### config.mk
export PLATFORM = sky130hd
export DESIGN_NAME = writeback_arbiter
export DESIGN_NICKNAME = d
export VERILOG_FILES = /design/src/rtl/writeback_arbiter.sv
export SDC_FILE = /design/constraint.sdc
export NUM_CORES = 1
export LEC_CHECK = 0
export ABC_AREA = 1
export BUFFER_PORTS_ARGS = -buffer_cell sky130_fd_sc_hd__buf_2
export CORE_AREA = 2 2 227 229
export CTS_CLUSTER_DIAMETER = 150
export CTS_CLUSTER_SIZE = 10
export DETAILED_ROUTE_END_ITERATION = 10
export DIE_AREA = 0 0 229 231
export GPL_TIMING_DRIVEN = 0
export PLACE_DENSITY_LB_ADDON = 0.15
export SLEW_MARGIN = 25
export SYNTH_ARGS = -nofsm -noshare
export SYNTH_HDL_FRONTEND = slang
export SYNTH_SLANG_ARGS = --single-unit
### constraint.sdc
create_clock -name clk -period 6.2 [get_ports clk]
set_input_delay 0.62 -clock clk [delete_from_list [all_inputs] [get_ports clk]]
set_output_delay 0.62 -clock clk [all_outputs]
set_load 0.03 [all_outputs]
### src/rtl/writeback_arbiter.sv
// writeback_arbiter: shares the two register-file write ports among the
// execution-unit result sources (alu1, alu2, advint rd, advint rd2, memunit,
// branch link) using a rotating round-robin pointer.
//
// Handshake: a source raises req_valid[i] with req_rn/req_data stable and
// holds them until the cycle req_ack[i]=1; req_ack is combinational and the
// accepted write appears on the wr*/reg*_finished outputs one cycle later.
module writeback_arbiter #(
   parameter int N_REQ  = 6,
   parameter int DATA_W = 64
) (
   input  logic                    clk,
   input  logic                    rst,
   input  logic [N_REQ-1:0]        req_valid,
   input  logic [6*N_REQ-1:0]      req_rn,
   input  logic [DATA_W*N_REQ-1:0] req_data,
   output logic [N_REQ-1:0]        req_ack,
   output logic                    wr1_en,
   output logic                    wr2_en,
   output logic [5:0]              wr1_rn,
   output logic [5:0]              wr2_rn,
   output logic [DATA_W-1:0]       wr1_data,
   output logic [DATA_W-1:0]       wr2_data,
   output logic [5:0]              reg1_finished,
   output logic [5:0]              reg2_finished
);

   localparam int PTR_W = (N_REQ > 1) ? $clog2(N_REQ) : 1;

   // Round-robin pointer and registered write ports.
   logic [PTR_W-1:0]  ptr_q, ptr_d;
   logic              wr1_en_q, wr1_en_d;
   logic              wr2_en_q, wr2_en_d;
   logic [5:0]        wr1_rn_q, wr1_rn_d;
   logic [5:0]        wr2_rn_q, wr2_rn_d;
   logic [DATA_W-1:0] wr1_data_q, wr1_data_d;
   logic [DATA_W-1:0] wr2_data_q, wr2_data_d;

   // Grant scan results.
   logic [N_REQ-1:0]  ack_c;
   logic              p1_hit, p2_hit;
   logic [PTR_W-1:0]  p1_idx, p2_idx;
   logic [5:0]        p1_rn;
   logic [PTR_W-1:0]  scan_idx;
   logic [5:0]        scan_rn;

   // (base + k) mod N_REQ, valid for base < N_REQ and k <= N_REQ.
   function automatic logic [PTR_W-1:0] wrap_add(input logic [PTR_W-1:0] base, input int k);
      int s;
      s = int'(base) + k;
      if (s >= N_REQ) s = s - N_REQ;
      return PTR_W'(s);
   endfunction

   // Scan from ptr: R0 writes are acked for free, first real result takes
   // port 1, next one whose rn differs from port 1 takes port 2.
   always_comb begin
      ack_c    = '0;
      p1_hit   = 1'b0;
      p2_hit   = 1'b0;
      p1_idx   = '0;
      p2_idx   = '0;
      p1_rn    = '0;
      scan_idx = '0;
      scan_rn  = '0;
      for (int k = 0; k < N_REQ; k++) begin
         scan_idx = wrap_add(ptr_q, k);
         scan_rn  = req_rn[6*scan_idx +: 6];
         if (req_valid[scan_idx]) begin
            if (scan_rn == 6'd0) begin
               ack_c[scan_idx] = 1'b1;
            end else if (!p1_hit) begin
               p1_hit          = 1'b1;
               p1_idx          = scan_idx;
               p1_rn           = scan_rn;
               ack_c[scan_idx] = 1'b1;
            end else if (!p2_hit && (scan_rn != p1_rn)) begin
               p2_hit          = 1'b1;
               p2_idx          = scan_idx;
               ack_c[scan_idx] = 1'b1;
            end
         end
      end
   end

   // Acks are suppressed during reset so held requests re-arbitrate afterwards.
   assign req_ack = rst ? '0 : ack_c;

   // Next write-port contents and pointer advance past the last port grant.
   always_comb begin
      wr1_en_d   = p1_hit;
      wr2_en_d   = p2_hit;
      wr1_rn_d   = p1_hit ? req_rn[6*p1_idx +: 6] : 6'd0;
      wr2_rn_d   = p2_hit ? req_rn[6*p2_idx +: 6] : 6'd0;
      wr1_data_d = p1_hit ? req_data[DATA_W*p1_idx +: DATA_W] : '0;
      wr2_data_d = p2_hit ? req_data[DATA_W*p2_idx +: DATA_W] : '0;
      ptr_d      = ptr_q;
      if (p2_hit)      ptr_d = wrap_add(p2_idx, 1);
      else if (p1_hit) ptr_d = wrap_add(p1_idx, 1);
   end

   // State registers with synchronous reset.
   always_ff @(posedge clk) begin
      if (rst) begin
         ptr_q      <= '0;
         wr1_en_q   <= 1'b0;
         wr2_en_q   <= 1'b0;
         wr1_rn_q   <= 6'd0;
         wr2_rn_q   <= 6'd0;
         wr1_data_q <= '0;
         wr2_data_q <= '0;
      end else begin
         ptr_q      <= ptr_d;
         wr1_en_q   <= wr1_en_d;
         wr2_en_q   <= wr2_en_d;
         wr1_rn_q   <= wr1_rn_d;
         wr2_rn_q   <= wr2_rn_d;
         wr1_data_q <= wr1_data_d;
         wr2_data_q <= wr2_data_d;
      end
   end

   assign wr1_en        = wr1_en_q;
   assign wr2_en        = wr2_en_q;
   assign wr1_rn        = wr1_rn_q;
   assign wr2_rn        = wr2_rn_q;
   assign wr1_data      = wr1_data_q;
   assign wr2_data      = wr2_data_q;
   assign reg1_finished = wr1_en_q ? wr1_rn_q : 6'd0;
   assign reg2_finished = wr2_en_q ? wr2_rn_q : 6'd0;

endmodule
==> run metrics, run 1 <==
FMAX 0.168 GHz; CP max stage delay 0.38 ns; row count 83; Layout Cells excl Fill 4252; cell family with most CP delay simple AND/OR/NAND/NOR gates; Max-slew headroom 0.330; Critical R2R Launch ptr_q[0]$_SDFFE_PP0P_; Fillers 6026; Via density 5.44; CP bufs+invs 9; Crit Path Class register to output port; # clock sinks 145; WL final slightly below 100000 um; crit path launch type register; yosys warns 0; pin count of the biggest net entering global routing 17; Reg area 0.00290 mm^2; Detailed Place HPWL 79600 um; layout cells sized above 1 0.235; detailed-route via count about 23k; full die area roughly 0.053 mm^2; Total GRT Usage 0.360; wire per inst 23.3 um; Core ar. 0.0507 mm^2; Hold Violations, Final 0; Remaining DRCs 0; routability cong. 0.974; Cells after Synth 2925; nets roughly 4.0k; hold_sp req_data[367]; most frequent cells in the layout nand2_1, buf_2, inv_1; CP arrival 5.33 ns; Worst-Margin Slew 1.01 ns; outcome finished clean; root buffer cell clkbuf_16; Avg Cell Area, Syn 5.51 um^2; initial DRC count 2132; I/O pins roughly 590; area delta synth->final 28.7%; flop-to-flop setup slack 0.33 ns; Slew Limit Fails 0; RSZ-0062 raised after global routing yes; leading cell type in the layout, fill and taps excluded nand2_1; Die X between 200 and 250 um; global-route wire length before repair 143000 um; worst min path class primary input to register; TritonCTS clock tree done; crit-path max FO 13; placed cells 4191; Max Root-Sink Buffers 2; Mapped Area 0.0161 mm^2; Post-DRT Antenna Nets 0; Clock transition at path regs ~0.080 ns; post-synthesis register bit count approximately 150; port bufs 586; clock skew 0.0182 ns; Max-Cap Viols 0; Num CTS Buffers 17; H-tree depth 4; gr ovfl total 0; CP required 5.58 ns; hold path depth 3; Hold EP wr1_data[47]$_SDFF_PP0_; critical path endpoint category output port; worst skew pair latency between 0.5 and 0.6 ns; vias in the first global route 22.1k; Reg2Reg Capture Point wr2_data[46]$_SDFF_PP0_; Initial Util 0.318; Netlist cell types 47; TritonRoute pass-1 iters 6; # hold bufs at CTS 0; initial antenna violation count 28; Mapped Nets 3363; ratio of final minimum period to clock period 0.960; sequential share of the synthesized area 0.180; worst reg2reg path depth 33; slowest CP cell dfxtp_1; Die Ht 231 um; post-route minimum period slightly below 6 ns; setup violators final 0; multi-input logic area 0.0104 mm^2
through the flow:
stage,util,hold WS (ns),area (um^2),setup TNS [ns],setup slack [ns]
final,0.409,0.464,20800,0,0.247
after global routing,0.409,0.470,20700,-0.0436,-0.0265
after CTS,0.405,0.447,20500,0,0.0329
after detailed placement,0.393,0.639,19900,-114.77,-1.16
after global placement,0.393,0.647,19900,-119.45,-1.22
after floorplan,-,0.602,16100,0,1.12
flip-flops by register name, summed over array words and instances (netlist names):
register	flops
wr2_data	64
ptr_q	3
wr1_en	1
wr1_data	64
wr2_en	1
wr2_rn	6
wr1_rn	6
per-layer routing:
metal	part of all wire	GRT usage	up-vias	wire, um
met2	0.48	0.610	1216	47300
met3	0.082	0.0734	239	8130
met4	0.044	0.169	16	4400
met1	0.40	0.437	10700	39200
li1	-	-	10900	-
met5	0.0010	0	-	104
cells by family after synthesis:
| logic type | synth area share |
|---|---|
| compound gates | 0.258 |
| fa+ha+maj | 0.00776 |
| simple gates | 0.368 |
| mux | 0.000621 |
| buf+inv | 0.182 |
| xor+xnor | 0.00380 |
| flops | 0.180 |
worst register-to-register path: cells and delay by family (launching register included):
kind	cells	cell delay [ns]
AOI/OAI and AO/OA	3	0.84
adders and majority gates	1	0.30
buffers and inverters	10	1.80
DFF	1	0.38
and+or+nand+nor	19	2.39
cells in the mapped netlist, drive strengths merged:
cell     count  area share
o31ai        1     0.00047
nor4         2     0.00078
nand2      793        0.19
a32o         6      0.0037
nand3b       7      0.0033
o22ai        4      0.0016
mux2i        1     0.00062
o21ai      270       0.084
xor2         2      0.0011
a211oi       1     0.00047
o2111ai      2      0.0011
clkinv       3     0.00070
dfxtp      145        0.18
a21oi      298       0.093
o41ai        1     0.00054
nor3         7      0.0022
o211ai     143       0.067
nand3      274       0.089
a31oi        9      0.0035
buf        131       0.046
o21a         2     0.00093
ha          10      0.0078
inv        487        0.11
or2          2     0.00078
xnor2        5      0.0027
nand4      166       0.065
a32oi        1     0.00054
and2         1     0.00039
a41oi        2      0.0011
clkbuf      91       0.021
nor2        58       0.018
worst max-delay path by stage:
stage / startpoint / end / slack [ns] / cells past startpoint
4_1_cts: ptr_q[0]$_SDFFE_PP0P_ / wr1_rn[0]$_SDFF_PP0_ / 0.03 / 28
3_5_place_dp: ptr_q[0]$_SDFFE_PP0P_ / wr2_rn[2]$_SDFF_PP0_ / -1.16 / 31
3_3_place_gp: ptr_q[0]$_SDFFE_PP0P_ / wr2_rn[2]$_SDFF_PP0_ / -1.22 / 31
5_1_grt: ptr_q[0]$_SDFFE_PP0P_ / req_ack[5] / -0.03 / 33
6_report: ptr_q[0]$_SDFFE_PP0P_ / req_ack[4] / 0.25 / 32
2_1_floorplan: ptr_q[0]$_SDFFE_PP0P_ / ptr_q[1]$_SDFFE_PP0P_ / 1.12 / 38
area by class of cell:
cell class,instances,share of cell area
Sequential cell,145,0.140
Inverter,490,0.0891
Tap cell,680,0.0410
Timing Repair Buffer,595,0.145
Clock buffer,21,0.0227
Buffer,221,0.0538
Multi-Input combinational cell,2068,0.500
Clock inverter,11,0.00585
Antenna cell,21,0.00253
timing repair:
action,4_1_cts,5_1_grt
setup endpoints to repair,150,129
resized for setup,11,34
cloned,0,0
pin swaps,0,4
setup buffers,0,9
Power of run 1 is not shown: default switching activity piles up to over one toggle a cycle in this logic, so the estimate is an artifact.
==> inputs of run 2 (changes only) <==
CAP_MARGIN = 15   (was not set)
CELL_PAD_IN_SITES_DETAIL_PLACEMENT = 0   (was not set)
CELL_PAD_IN_SITES_GLOBAL_PLACEMENT = 1   (was not set)
CORE_AREA = 2 2 231 233   (was 2 2 227 229)
DIE_AREA = 0 0 233 235   (was 0 0 229 231)
==> run 2 against run 1 <==
Die area is 3.5% higher. Cell area is 0.72% higher. Fmax fell by 0.28%. Register-to-register slack lost 0.10 ns.
==> run metrics, run 2 (same netlist as run 1, synthesis figures left out) <==
outcome finished clean (unchanged); WL final 101000 um (was 99100 um); routability cong. 0.976 (was 0.974); layout cells sized above 1 0.237 (was 0.235); leading cell type in the layout, fill and taps excluded nand2_1 (unchanged); FMAX 0.168 GHz (about the same); CP max stage delay 0.48 ns (was 0.38 ns); Num CTS Buffers 17 (unchanged); Remaining DRCs 0 (unchanged); Slew Limit Fails 0 (unchanged); I/O pins 588 (unchanged); initial antenna violation count 29 (was 28); nets 3980 (was 3976); crit path launch type register (unchanged); most frequent cells in the layout nand2_1, buf_2, inv_1 (unchanged); pre-CTS setup slack -1.27 ns (was -1.16 ns); Detailed Place HPWL 82100 um (was 79600 um); CP required 6.63 ns (was 5.58 ns); CP arrival 6.40 ns (was 5.33 ns); Core ar. 0.0522 mm^2 (was 0.0507 mm^2); Hold Violations, Final 0 (unchanged); ratio of final minimum period to clock period 0.963 (was 0.960); Fillers 5924 (was 6026); TritonCTS clock tree done (unchanged); Max Root-Sink Buffers 2 (unchanged); area delta synth->final 29.6% (was 28.7%); Post-DRT Antenna Nets 0 (unchanged); TritonRoute pass-1 iters 6 (unchanged); Max-Cap Viols 0 (unchanged); most used cell, CP nand2_1; Routed met2 length 48300 um (was 47300 um); Total GRT Usage 0.356 (was 0.360); crit-path max FO 13 (unchanged); worst skew pair latency 0.52 ns (was 0.51 ns); metal1 wirelength 41300 um (was 39200 um); top routing layer in use met5 (unchanged); vias in the first global route 22.6k (was 22.1k); worst min path class primary input to register (unchanged); H-tree depth 4 (unchanged); routed wl met3 8030 um (was 8130 um); clock skew 0.0183 ns (was 0.0182 ns); Max-slew headroom 0.433 (was 0.330); slowest CP cell buf_1 (was dfxtp_1); Clock transition at path regs 0.08 ns (about the same); final worst slack 0.230 ns (was 0.247 ns); detailed-route via count 23.6k (was 23.1k); Via density 5.53 (was 5.44); setup violators final 0 (unchanged); initial DRC count 2452 (was 2132); full die area 0.0548 mm^2 (was 0.0529 mm^2); gr ovfl total 0 (unchanged); Worst-Margin Slew 0.850 ns (was 1.01 ns); wire per inst 23.7 um (was 23.3 um); Die Ht 235 um (was 231 um); global-route wire length before repair 146000 um (was 143000 um); flop-to-flop setup slack 0.23 ns (was 0.33 ns); # hold bufs at CTS 0 (unchanged); pin count of the biggest net entering global routing 17 (unchanged); critical path endpoint category register (was output port); row count 84 (was 83); # clock sinks 145 (unchanged); Die X 233 um (was 229 um); port bufs 586 (unchanged); Crit Path Class register to register (was register to output port); Initial Util 0.309 (was 0.318); root buffer cell clkbuf_16 (unchanged); post-route minimum period 5.97 ns (was 5.95 ns)
## run 2: changes by cell type in the layout (fill, tap and decap cells not counted), sizes merged
cell / before / now
buf: 719 / 726
bufinv: 1 / 2
clkbuf: 118 / 111
clkinv: 6 / 7
clkinvlp: 3 / 2
inv: 491 / 494
## run 2: final timing paths
kind / start / end / cells past startpoint
worst max register to register: ptr_q[0]$_SDFFE_PP0P_ / wr2_data[56]$_SDFF_PP0_ / 32
worst max-delay path: ptr_q[0]$_SDFFE_PP0P_ / wr2_data[56]$_SDFF_PP0_ / 32
worst min-delay path: req_data[359] / wr2_data[39]$_SDFF_PP0_ / 3
worst min register to register: ptr_q[1]$_SDFFE_PP0P_ / ptr_q[1]$_SDFFE_PP0P_ / 2
## run 2: layer usage
| metal | vias to the layer above | track usage |
|---|---|---|
| li1 | 10900 | - |
| met1 | 11200 | 0.443 |
| met2 | 1263 | 0.602 |
| met3 | 192 | 0.0699 |
| met4 | 22 | 0.140 |
| met5 | - | 0 |
## run 2: metrics by stage
step	hold slack (ns)	setup TNS (ns)	utilization	area, um^2	std cells
floorplan	0.602	0	-	16100	2925
global placement	0.639	-133.19	0.381	19900	4199
detailed placement	0.649	-130.44	0.381	19900	4199
CTS	0.434	0	0.394	20600	4230
global route	0.457	-0.000239	0.400	20900	4257
finish	0.453	0	0.400	20900	4264
## run 2: worst max-delay path, delay by kind of cell, from the launching register on
| kind | cells | cell delay, ns |
|---|---|---|
| fa+ha+maj | 1 | 0.25 |
| compound gates | 2 | 0.45 |
| flops | 1 | 0.36 |
| simple gates | 21 | 3.06 |
| buf+inv | 8 | 1.70 |
## run 2: timing repair
item                       CTS  global route
pin swaps                    0            10
hold endpoints to repair     0             0
buffers inserted             0            13
setup endpoints to repair  150           143
cloned                       0             0
resized for setup           19            34
## run 2: area by class of cell
class | count | area (um^2) | area share
antenna | 21 | 52.6 | 0.00251
multi-input combinational | 2068 | 10500 | 0.501
clock buffer | 17 | 425 | 0.0204
inverter | 490 | 1850 | 0.0884
clock inverter | 15 | 174 | 0.00832
timing repair buffer | 599 | 3050 | 0.146
tap | 688 | 861 | 0.0412
sequential | 145 | 2910 | 0.139
buffer | 221 | 1110 | 0.0533
Power of run 2 is left out for the same reason.
